==> src/rtl/alarm_pkg.sv <==
// Shared types and helpers for the multi-channel countdown alarm.
package alarm_pkg;

  typedef enum logic [1:0] {CH_IDLE, CH_RUN, CH_PAUSE, CH_ALARM} ch_state_t;

  // Bits needed for an alarm timer that must reach alarm_sec.
  function automatic int timer_width(input int alarm_sec);
    return (alarm_sec < 1) ? 1 : $clog2(alarm_sec + 1);
  endfunction

endpackage

==> src/rtl/alarm_channel.sv <==
// One countdown channel: run/pause/alarm FSM, seconds counter and alarm timeout.
module alarm_channel
  import alarm_pkg::*;
#(
  parameter int CNT_W     = 9,
  parameter int ALARM_SEC = 10
) (
  input  logic             clk,
  input  logic             reset,
  input  logic             btn_rise,
  input  logic             cancel_rise,
  input  logic             sec_tick,
  input  logic [CNT_W-1:0] load_value,
  output logic [CNT_W-1:0] count,
  output logic             running,
  output logic             expired
);

  localparam int             TW          = timer_width(ALARM_SEC);
  localparam logic [TW-1:0]  ALARM_LIMIT = TW'(ALARM_SEC);

  ch_state_t        state, state_next;
  logic [CNT_W-1:0] count_next;
  logic [TW-1:0]    timer, timer_next;

  // NOTE: async reset clears every register, so outputs fall without waiting for a clock edge.
  always_ff @(posedge clk or posedge reset) begin
    if (reset) begin
      state <= CH_IDLE;
      count <= '0;
      timer <= '0;
    end else begin
      state <= state_next;
      count <= count_next;
      timer <= timer_next;
    end
  end

  // NOTE: every combinational output gets a default first, so no path can infer a latch.
  always_comb begin
    state_next = state;
    count_next = count;
    timer_next = timer;
    if (cancel_rise) begin
      state_next = CH_IDLE;
      count_next = '0;
    end else if (btn_rise) begin
      case (state)
        CH_IDLE:  if (load_value != '0) begin
                    count_next = load_value;
                    state_next = CH_RUN;
                  end
        CH_RUN:   state_next = CH_PAUSE;
        CH_PAUSE: state_next = CH_RUN;
        CH_ALARM: state_next = CH_IDLE;
        default:  state_next = CH_IDLE;
      endcase
    end else if (sec_tick) begin
      if (state == CH_RUN) begin
        if (count == CNT_W'(1)) begin
          count_next = '0;
          state_next = CH_ALARM;
          timer_next = '0;
        end else if (count != '0) begin
          count_next = count - 1'b1;
        end
      end else if (state == CH_ALARM) begin
        timer_next = timer + 1'b1;
        if (timer_next == ALARM_LIMIT) state_next = CH_IDLE;
      end
    end
  end

  assign running = (state == CH_RUN);
  assign expired = (state == CH_ALARM);

endmodule

==> src/rtl/multi_countdown_alarm.sv <==
// N-channel countdown alarm: shared prescaler, button edge detect, channel select and buzzer.
module multi_countdown_alarm
  import alarm_pkg::*;
#(
  parameter int CLK_HZ     = 50_000_000,
  parameter int NUM_CH     = 2,
  parameter int CNT_W      = 9,
  parameter int ALARM_SEC  = 10,
  parameter int BEEP_PULSE = 1
) (
  input  logic                                          clk,
  input  logic                                          reset,
  input  logic [((NUM_CH > 1) ? $clog2(NUM_CH) : 1)-1:0] sel,
  input  logic [CNT_W-1:0]                              load_value,
  input  logic                                          btn,
  input  logic                                          cancel,
  output logic [NUM_CH*CNT_W-1:0]                       time_remaining,
  output logic [NUM_CH-1:0]                             running,
  output logic [NUM_CH-1:0]                             expired,
  output logic                                          buzzer
);

  localparam int SEL_W = (NUM_CH > 1) ? $clog2(NUM_CH) : 1;
  localparam int HALF  = CLK_HZ / 2;
  localparam int DIV_W = (HALF > 1) ? $clog2(HALF) : 1;

  logic [DIV_W-1:0] div_cnt;
  logic             sec_phase, beep_phase;
  logic             btn_prev, cancel_prev;
  logic             half_tick, sec_tick, btn_rise, cancel_rise;

  assign half_tick   = (div_cnt == DIV_W'(HALF - 1));
  assign sec_tick    = half_tick & sec_phase;
  assign btn_rise    = btn & ~btn_prev;
  assign cancel_rise = cancel & ~cancel_prev;

  // NOTE: sequential state uses non-blocking assignments so all registers see pre-edge values.
  always_ff @(posedge clk or posedge reset) begin
    if (reset) begin
      div_cnt     <= '0;
      sec_phase   <= 1'b0;
      beep_phase  <= 1'b0;
      btn_prev    <= 1'b0;
      cancel_prev <= 1'b0;
    end else begin
      div_cnt     <= half_tick ? '0 : div_cnt + 1'b1;
      sec_phase   <= sec_phase ^ half_tick;
      btn_prev    <= btn;
      cancel_prev <= cancel;
      if (!(|expired))     beep_phase <= 1'b0;
      else if (half_tick)  beep_phase <= ~beep_phase;
    end
  end

  for (genvar i = 0; i < NUM_CH; i++) begin : g_ch
    logic             hit;
    logic [CNT_W-1:0] count;

    // Select values with no matching channel address nothing.
    assign hit = (sel == SEL_W'(i));

    alarm_channel #(
      .CNT_W     (CNT_W),
      .ALARM_SEC (ALARM_SEC)
    ) u_ch (
      .clk         (clk),
      .reset       (reset),
      .btn_rise    (btn_rise & hit),
      .cancel_rise (cancel_rise & hit),
      .sec_tick    (sec_tick),
      .load_value  (load_value),
      .count       (count),
      .running     (running[i]),
      .expired     (expired[i])
    );

    assign time_remaining[i*CNT_W +: CNT_W] = count;
  end

  assign buzzer = (|expired) & ((BEEP_PULSE != 0) ? beep_phase : 1'b1);

endmodule

==> config.mk <==
export PLATFORM = sky130hd
export DESIGN_NAME = multi_countdown_alarm
export DESIGN_NICKNAME = d
export VERILOG_FILES = /design/src/rtl/alarm_pkg.sv /design/src/rtl/alarm_channel.sv /design/src/rtl/multi_countdown_alarm.sv
export SDC_FILE = /design/constraint.sdc
export NUM_CORES = 1
export LEC_CHECK = 0
export CAP_MARGIN = 20
export CORE_ASPECT_RATIO = 0.75
export CORE_MARGIN = 3
export CORE_UTILIZATION = 46
export DETAILED_ROUTE_END_ITERATION = 8
export PLACE_DENSITY = 0.72
export SLEW_MARGIN = 40
export SYNTH_ARGS = -nofsm -noshare
export SYNTH_HDL_FRONTEND = slang
export SYNTH_SLANG_ARGS = --single-unit
==> constraint.sdc <==
create_clock -name clk -period 6.35 [get_ports clk]
set_input_delay 1.27 -clock clk [delete_from_list [all_inputs] [get_ports clk]]
set_output_delay 1.27 -clock clk [all_outputs]
set_load 0.005 [all_outputs]
# Word level (Yosys, flattened, before mapping)
# Index checks and enable logic that the tools add are counted.
# totals
reg_bits,59
inputBits,14
elab_cells,120
# op_classes
n_addsub,5
eq_ne,22
mux,41
bitwise,17
n_reduce_logical,24
# ops
op,n
$mux W9,15
$mux W2,15
$reduce_and A5 Y1,6
$reduce_bool A9 Y1,3
$add A25 B1 Y25 const B,1
$eq A25 B25 Y1 const B,1
$mux W25,1
$mux W4,6
$reduce_bool A4 Y1,6
$eq A9 B1 Y1 const B,2
$sub A9 B1 Y9 const B,2
$pmux W2 S4,2
$ne A3 B3 Y1 const B,4
$reduce_bool A3 Y1,4
$add A4 B1 Y4 const B,2
$and A1 B1 Y1,8
$eq A2 B2 Y1 const B,4
$eq A4 B4 Y1 const B,2
$ne A4 B2 Y1 const B,2
$ne A4 B4 Y1 const B,2
$not A1 Y1,8
$ne A2 B2 Y1 const B,3
$eq A2 B1 Y1 const B,2
$logic_not A2 Y1,2
4 further kinds,6

# Logic depth before layout (Yosys ltp)
# Gate-level depths: netlist of run 1.
# logic_depth
word_depth,8
mapped_depth,12
mapped_depth_nobuf,9

# Modules after synthesis
# From an unflattened synthesis of run 1, not the netlist that was laid out.
# unflattened
cells_unflattened,415
hier_area_um2,4022.6
# by_module_without_submodules
module,n_inst,cells_per_inst,area_each_um2
multi_countdown_alarm,1,144,1465.2
alarm_channel at g_ch[1].u_ch,1,132,1280.0
alarm_channel at g_ch[0].u_ch,1,139,1277.5

# Least setup slack after synthesis of run 1
# No wires, ideal clock.
# synth_timing
path_type,flip-flop to flip-flop
startpoint,register div_cnt[7]
endpoint,register g_ch[1].u_ch.count[7]
t_arrival_ps,2833
t_required_ps,6224
path_slack_ps,3391
stages_incl_launch_ff,12
n_path_buf,2
synth_period_minus_slack_ps,2959
cell_sequence,dfrtp_1 > nor4_1 > and4_1 > nor3b_2 > clkbuf_1 > ha_1 > buf_2 > nand3b_1 > a31oi_1 > a2bb2oi_1 > o21ai_1 > a221o_1
# synth_between
elab_chain_cells,4
# synth_lines
element,line,text
start: declaration,multi_countdown_alarm.sv:27,logic [DIV_W-1:0] div_cnt;
start signal: assignment,multi_countdown_alarm.sv:46,div_cnt <= half_tick ? '0 : div_cnt + 1'b1;
$eq A25 B25 Y1,multi_countdown_alarm.sv:32,assign half_tick = (div_cnt == DIV_W'(HALF - 1));
$and A1 B1 Y1,multi_countdown_alarm.sv:33,assign sec_tick = half_tick & sec_phase;
$reduce_bool A3 Y1 (no source line),n/a,
$reduce_and A5 Y1 (no source line),n/a,
end signal: assignment,alarm_channel.sv:34,count <= count_next;
end: declaration,alarm_channel.sv:14,"output logic [CNT_W-1:0] count,"
# Every way passes these cells.
# A chain may end at the register's enable or synchronous reset.

# Worst setup path in the final report of run 1
# Ends and elaborated chain as after synthesis.

==> flow_summary_export.csv, run 1 <==
group,metric,value,unit
run_status,status,"complete, no violations",
min_path,min_path_type,"flip-flop to flip-flop",
power,swShare,33.0,%
die,dieHeight,81.3,microns
clock_network,postCtsSetupRepairBufs,0,
clock_network,htree_levels,3,
clock_network,cts.reportedPaths.clkPinSlew,0.07,ns
critical_path,reg2reg_depth,10,
critical_path,start_kind,"flip-flop",
synthesis,yosysTopAreaCellShare,42.4,%
power,p_comb_share,28.9,%
finish,area_growth,18.4,%
detailed_routing,drtIter0Drc,213,
timing,tightest_slew,0.720,ns
synthesis,avgSynthCellArea,9.09,sq um
grt,grtUsageTotal,20.6,%
detailed_routing,drc_errors,0,
timing,skew,0.00958,ns
placed_design,globalplace.congestion,0.875,
clock_network,cts_max_path_buffers,2,
clock_network,root_buffer,"clkbuf_8",
synthesis,synth_edf_count,0,
power,p_switching,0.399,mW
power,internal-power,0.810,mW
critical_path,cp.required,6.57,ns
power,power_frac_seq,43.2,%
timing,rsz0062_at_grt,"no",
synthesis,ys_top_cells_by_area,"dfrtp_1 42%, o21ai_0 4.6%, nor2_1 3.8%",
timing,fin_crit_sh,52.5,%
clock_network,cts_tree,"built",
grt,grt_pass1_vias,2829,
min_path,min_path_cells,1,
power,leakage,1.66,nW
finish,n_fill_cell,613,
placed_design,place_hpwl,5860,microns
detailed_routing,viasPerCell,5.80,
timing,setup_ws,3.01,ns
timing,max_freq,300,MHz
synthesis,yosys_warnings,0,
synthesis,post-synth-top-count-cell,"dfrtp_1",
clock_network,hold_buffers,0,
die,die_x,106,microns
grt,grt_first_pass_wirelength,14000,microns
critical_path,path_class,"flip-flop to flip-flop",
critical_path,worstSetupEndpointType,"flip-flop",
critical_path,cp_max_fo,17,
synthesis,synth_common_cells,"59 x dfrtp_1, 35 x nor2_1, 32 x nand2_1, 32 x o21ai_0, 20 x inv_1",
power,peakVddDrop,0.205,mV
grt,grt_max_degree,60,
grt,antenna_found_initial,0,
timing,setup_viol_count_final,0,
die,fp.coreArea,7060,sq um
clock_network,insertion_delay,0.34,ns
run,cap_violations,0,
synthesis,synth_top_area_cell,"dfrtp_1",
finish,nets,442,
synthesis,ys_ff_latch,59,
timing,period_needed,3.34,ns
placed_design,numPortBuffers,36,
synthesis,syn_area,3480,sq um
power,powerDensity,293,nW/um^2
finish,drive_above_1_share,7.57,%
timing,tns,0,ns
die,start_util,49.3,%
synthesis,netlist-cell-type-count,60,
synthesis,ys.flop_type,"dfrtp_1",
clock_network,cts-resized-gates,0,
detailed_routing,antenna_left,0,
power,clkPwrFrac,27.9,%
die,ios,37,
timing,maxSlewHeadroom,51.6,%
detailed_routing,wl,8260,microns
synthesis,synth_async_sr_flop_share,100,%
clock_network,cts_num_sinks,59,
grt,grt-ovfl-total,0,
detailed_routing,num_vias,3020,
detailed_routing,drtPass1Iterations,5,
finish,antennaDiodeCount,0,
placed_design,dp_slack,2.48,ns
die,rows,26,
clock_network,cts_inserted_buffers,9,
synthesis,seq_area_frac_synth,42.4,%
die,die-area,8660,sq um
timing,timing_max_transition_violations_final,0,
detailed_routing,drt-wirelength-per-cell,15.8,microns
synthesis,syn-num-nets,407,
synthesis,synthCells,383,
timing,hold_viol,0,
critical_path,crit_arrival,3.55,ns
==> logic make-up (layout without fill, tap and decap cells) <==
group / Yosys count / after routing / synth area share (%)
muxes: 2 / 2 / 0.611
DFF: 59 / 59 / 42.4
and+or+nand+nor: 152 / 152 / 23.1
adders and majority gates: 10 / 10 / 3.59
xor gates and xnor gates: 18 / 18 / 4.53
AOI/OAI and AO/OA: 107 / 107 / 21.2
buffers and inverters: 35 / 75 / 4.53
==> worst max-delay path, cell delays in order (launching register included) <==
cell	delay, ns
dfrtp_1	0.44
nor4_1	0.30
and4_1	0.24
nor3b_2	0.15
buf_4	0.25
ha_1	0.44
nand3b_1	0.14
a31oi_1	0.21
a2bb2oi_2	0.46
o21ai_1	0.19
a221o_1	0.38
==> layout make-up <==
| class | instances | area (sq um) | area share [%] |
|---|---|---|---|
| Sequential cell | 59 | 1480 | 35.8 |
| Timing Repair Buffer | 39 | 387 | 9.38 |
| Clock inverter | 2 | 35.0 | 0.850 |
| Clock buffer | 14 | 153 | 3.70 |
| Multi-Input combinational cell | 289 | 1870 | 45.5 |
| Inverter | 20 | 75.1 | 1.82 |
| Tap cell | 98 | 123 | 2.97 |
==> flip-flops by register name, summed over array words and instances (netlist names) <==
name / cells
btn_prev: 1
div_cnt: 25
cancel_prev: 1
beep_phase: 1
g_ch.u_ch.state: 4
g_ch.u_ch.count: 18
g_ch.u_ch.timer: 8
sec_phase: 1
==> power groups by stage <==
stage | sequential [mW] | clock, mW | combinational [mW]
2_1_floorplan | 0.507 | 0 | 0.187
3_3_place_gp | 0.526 | 0 | 0.342
3_5_place_dp | 0.526 | 0 | 0.344
4_1_cts | 0.521 | 0.345 | 0.349
5_1_grt | 0.535 | 0.362 | 0.387
6_report | 0.523 | 0.337 | 0.349
==> metal layers <==
metal	vias up	global-route usage [%]	share of wire (%)
met5	-	0	0
met4	0	5.75	1.1
met3	10	5.88	6.2
met2	86	29.3	41
met1	1451	30.5	52
li1	1473	-	-
==> stage by stage <==
step	total power [mW]	utilization (%)	cell area (sq um)	hold WS (ns)	std cells
2_1_floorplan	0.693	-	3480	0.456	383
3_3_place_gp	0.868	55.3	3900	0.464	505
3_5_place_dp	0.870	55.5	3920	0.472	505
4_1_cts	1.21	58.2	4110	0.486	521
5_1_grt	1.28	58.4	4120	0.492	521
6_report	1.21	58.4	4120	0.482	521
==> cell usage in the layout (no fill, tap or decap), types with 7 or more instances in the layout <==
| cell | synthesis | final |
|---|---|---|
| nand2_1 | 32 | 32 |
| clkbuf_8 | 0 | 10 |
| a21oi_1 | 19 | 18 |
| nor3b_1 | 7 | 7 |
| xnor2_1 | 10 | 10 |
| nor2b_1 | 8 | 8 |
| xor2_1 | 8 | 8 |
| clkdlybuf4s50_1 | 0 | 36 |
| inv_1 | 20 | 19 |
| nor3_1 | 12 | 11 |
| ha_1 | 10 | 10 |
| nor4_1 | 8 | 7 |
| dfrtp_1 | 59 | 59 |
| nor2_1 | 35 | 35 |
| nand3_1 | 13 | 13 |
| o21ai_0 | 32 | 32 |
| a32oi_1 | 7 | 7 |
==> path summary, 6_finish.rpt <==
check,slack [ns],startpoint,to
max in group asynchronous,4.60,reset,div_cnt[13]
worst min register to register,0.48,sec_phase,sec_phase
worst max-delay path,3.01,div_cnt[7],g_ch[1].u_ch.count[7]
worst max register to register,3.01,div_cnt[7],g_ch[1].u_ch.count[7]
worst min-delay path,0.48,sec_phase,sec_phase
min in group asynchronous,1.38,reset,g_ch[0].u_ch.count[7]
(Power assumes the default switching activity.)
==> run 2: changes to the inputs <==
==> constraint.sdc (replaced) <==
create_clock -name clk -period 3.19 [get_ports clk]
set_input_delay 0.638 -clock clk [delete_from_list [all_inputs] [get_ports clk]]
set_output_delay 0.638 -clock clk [all_outputs]
set_load 0.005 [all_outputs]
==> run 2 against run 1 <==
Combinational power rose by 100%; worst hold slack lost 0.0022 ns; utilization rose by 0.30 points; cell area increased by 0.52%; sequential power rose by 99%; first-iteration DRC count increased by 19%; non-clock buffer count up 8; routed wire length increased by 0.73%; via count up 1.8%; sequential share of layout area is 0.18 points lower; register-to-register slack got worse by 2.4 ns; clock-buffer cell count decreased by 2; critical path type is now flip-flop to primary output; critical endpoint is now running[0].
==> flow_summary_export.csv, run 2 (synthesized netlist as in run 1, its figures left out) <==
group,metric,value,unit
run_status,status,"complete, no violations",
detailed_routing,drt-wirelength-per-cell,15.8,microns
finish,seq_area,1480,sq um
critical_path,start_kind,"flip-flop",
die,die-area,8660,sq um
critical_path,path_buf_inv,1,
clock_network,hold_buffers,0,
finish,area_growth,19.1,%
critical_path,path_cells,"nor2b_1, clkdlybuf4s50_1",
grt,grt_pass1_vias,2992,
critical_path,critPathTopFamily,"buffers and inverters",
finish,multiInputGateArea,1850,sq um
timing,rsz0062_at_grt,"no",
detailed_routing,num_vias,3075,
timing,setup_viol_count_final,0,
critical_path,crit_slowest_cell,"clkdlybuf4s50_1",
critical_path,worstSetupEndpointType,"primary output",
grt,grtUsageTotal,21.2,%
clock_network,htree_levels,3,
die,rows,26,
timing,max_freq,383,MHz
finish,nets,450,
clock_network,insertion_delay,0.34,ns
placed_design,place_hpwl,6040,microns
die,die_x,106,microns
critical_path,crit_arrival,1.98,ns
finish,final_cell_mix,"59 x dfrtp_1, 36 x clkdlybuf4s50_1, 35 x nor2_1",
min_path,min_path_type,"flip-flop to flip-flop",
power,powerDensity,566,nW/um^2
clock_network,cts_max_path_buffers,2,
timing,hold_viol,0,
placed_design,place_area,3980,sq um
timing,maxSlewHeadroom,54.9,%
grt,antenna_found_initial,0,
finish,reg_top3,"div_cnt (25), g_ch.u_ch.count (18), g_ch.u_ch.timer (8)",
clock_network,cts.reportedPaths.clkPinSlew,0.07,ns
critical_path,cp.required,2.55,ns
timing,period_needed,2.61,ns
critical_path,critical_path.max_stage_delay,0.61,ns
detailed_routing,viasPerCell,5.83,
finish,layout_commonest_cell,"dfrtp_1",
finish,largest_reg_flops,25,
detailed_routing,drc_errors,0,
critical_path,cp_max_fo,8,
clock_network,cts_inserted_buffers,9,
finish,largest_register,"div_cnt",
detailed_routing,drtPass1Iterations,5,
timing,skew,0.0118,ns
placed_design,numPortBuffers,36,
clock_network,cts-resized-gates,0,
detailed_routing,drtIter0Drc,254,
finish,antennaDiodeCount,0,
detailed_routing,antenna_left,0,
timing,fin_crit_sh,81.9,%
die,ios,37,
die,start_util,49.3,%
die,fp.coreArea,7060,sq um
finish,design_area,4140,sq um
power,leakage,1.69,nW
run,cap_violations,0,
clock_network,cts_num_sinks,59,
detailed_routing,wl,8320,microns
clock_network,postCtsSetupRepairBufs,0,
timing,tightest_slew,0.671,ns
clock_network,cts_tree,"built",
grt,grt-ovfl-total,0,
timing,timing_max_transition_violations_final,0,
die,dieHeight,81.3,microns
grt,grt_max_degree,60,
clock_network,root_buffer,"clkbuf_8",
grt,grt_first_pass_wirelength,14600,microns
timing,tns,0,ns
finish,n_fill_cell,652,
power,peakVddDrop,0.390,mV
critical_path,path_class,"flip-flop to primary output",
placed_design,globalplace.congestion,0.908,
finish,drive_above_1_share,8.39,%
==> run 2: report_power, final <==
part / total, mW / internal, mW / leakage, nW / switching (mW)
logic: 0.700 / 0.382 / 0.846 / 0.317
registers: 1.04 / 0.853 / 0.762 / 0.190
clock network: 0.602 / 0.314 / 0.0843 / 0.288
==> run 2: final timing paths <==
path,from,endpoint,slack (ns),cells after the start
setup / recovery,g_ch[0].u_ch.state[0],running[0],0.58,2
hold / removal,sec_phase,sec_phase,0.48,1
setup reg to reg,div_cnt[0],g_ch[1].u_ch.count[3],0.60,10
hold reg to reg,sec_phase,sec_phase,0.48,1
max in group asynchronous,reset,g_ch[0].u_ch.count[4],2.23,3
min in group asynchronous,reset,beep_phase,0.67,3
==> run 2: cell type report <==
class,instances,area share [%]
Clock inverter,2,0.302
Timing Repair Buffer,47,11.0
Multi-Input combinational cell,289,44.6
Inverter,20,1.81
Clock buffer,12,3.74
Tap cell,98,2.96
Sequential cell,59,35.6
==> run 2: layer usage <==
layer / wire length, microns / vias up / global-route usage (%)
met2: 3560 / 99 / 31.5
met4: 89 / 0 / 5.62
li1: - / 1485 / -
met1: 4110 / 1480 / 29.8
met3: 557 / 11 / 6.99
met5: 0 / - / 0
==> run 2: metrics by stage <==
stage | power, mW | cells | setup WS, ns | utilization [%] | hold slack, ns
floorplan | 1.38 | 383 | 0.231 | - | 0.456
global placement | 1.73 | 513 | 0.613 | 56.3 | 0.463
detailed placement | 1.75 | 513 | 0.575 | 56.3 | 0.471
CTS | 2.36 | 527 | 0.578 | 58.7 | 0.484
global route | 2.50 | 527 | 0.320 | 58.7 | 0.514
finish | 2.35 | 527 | 0.576 | 58.7 | 0.479
==> run 2: worst reg2reg max path, delay by kind of cell, from the launching register on <==
kind / cells / cell delay (ns)
buffers and inverters: 1 / 0.23
flip-flops: 1 / 0.41
adder cells (fa/ha/maj): 2 / 0.47
AO/OA/AOI/OAI: 4 / 0.84
AND/OR/NAND/NOR: 3 / 0.54
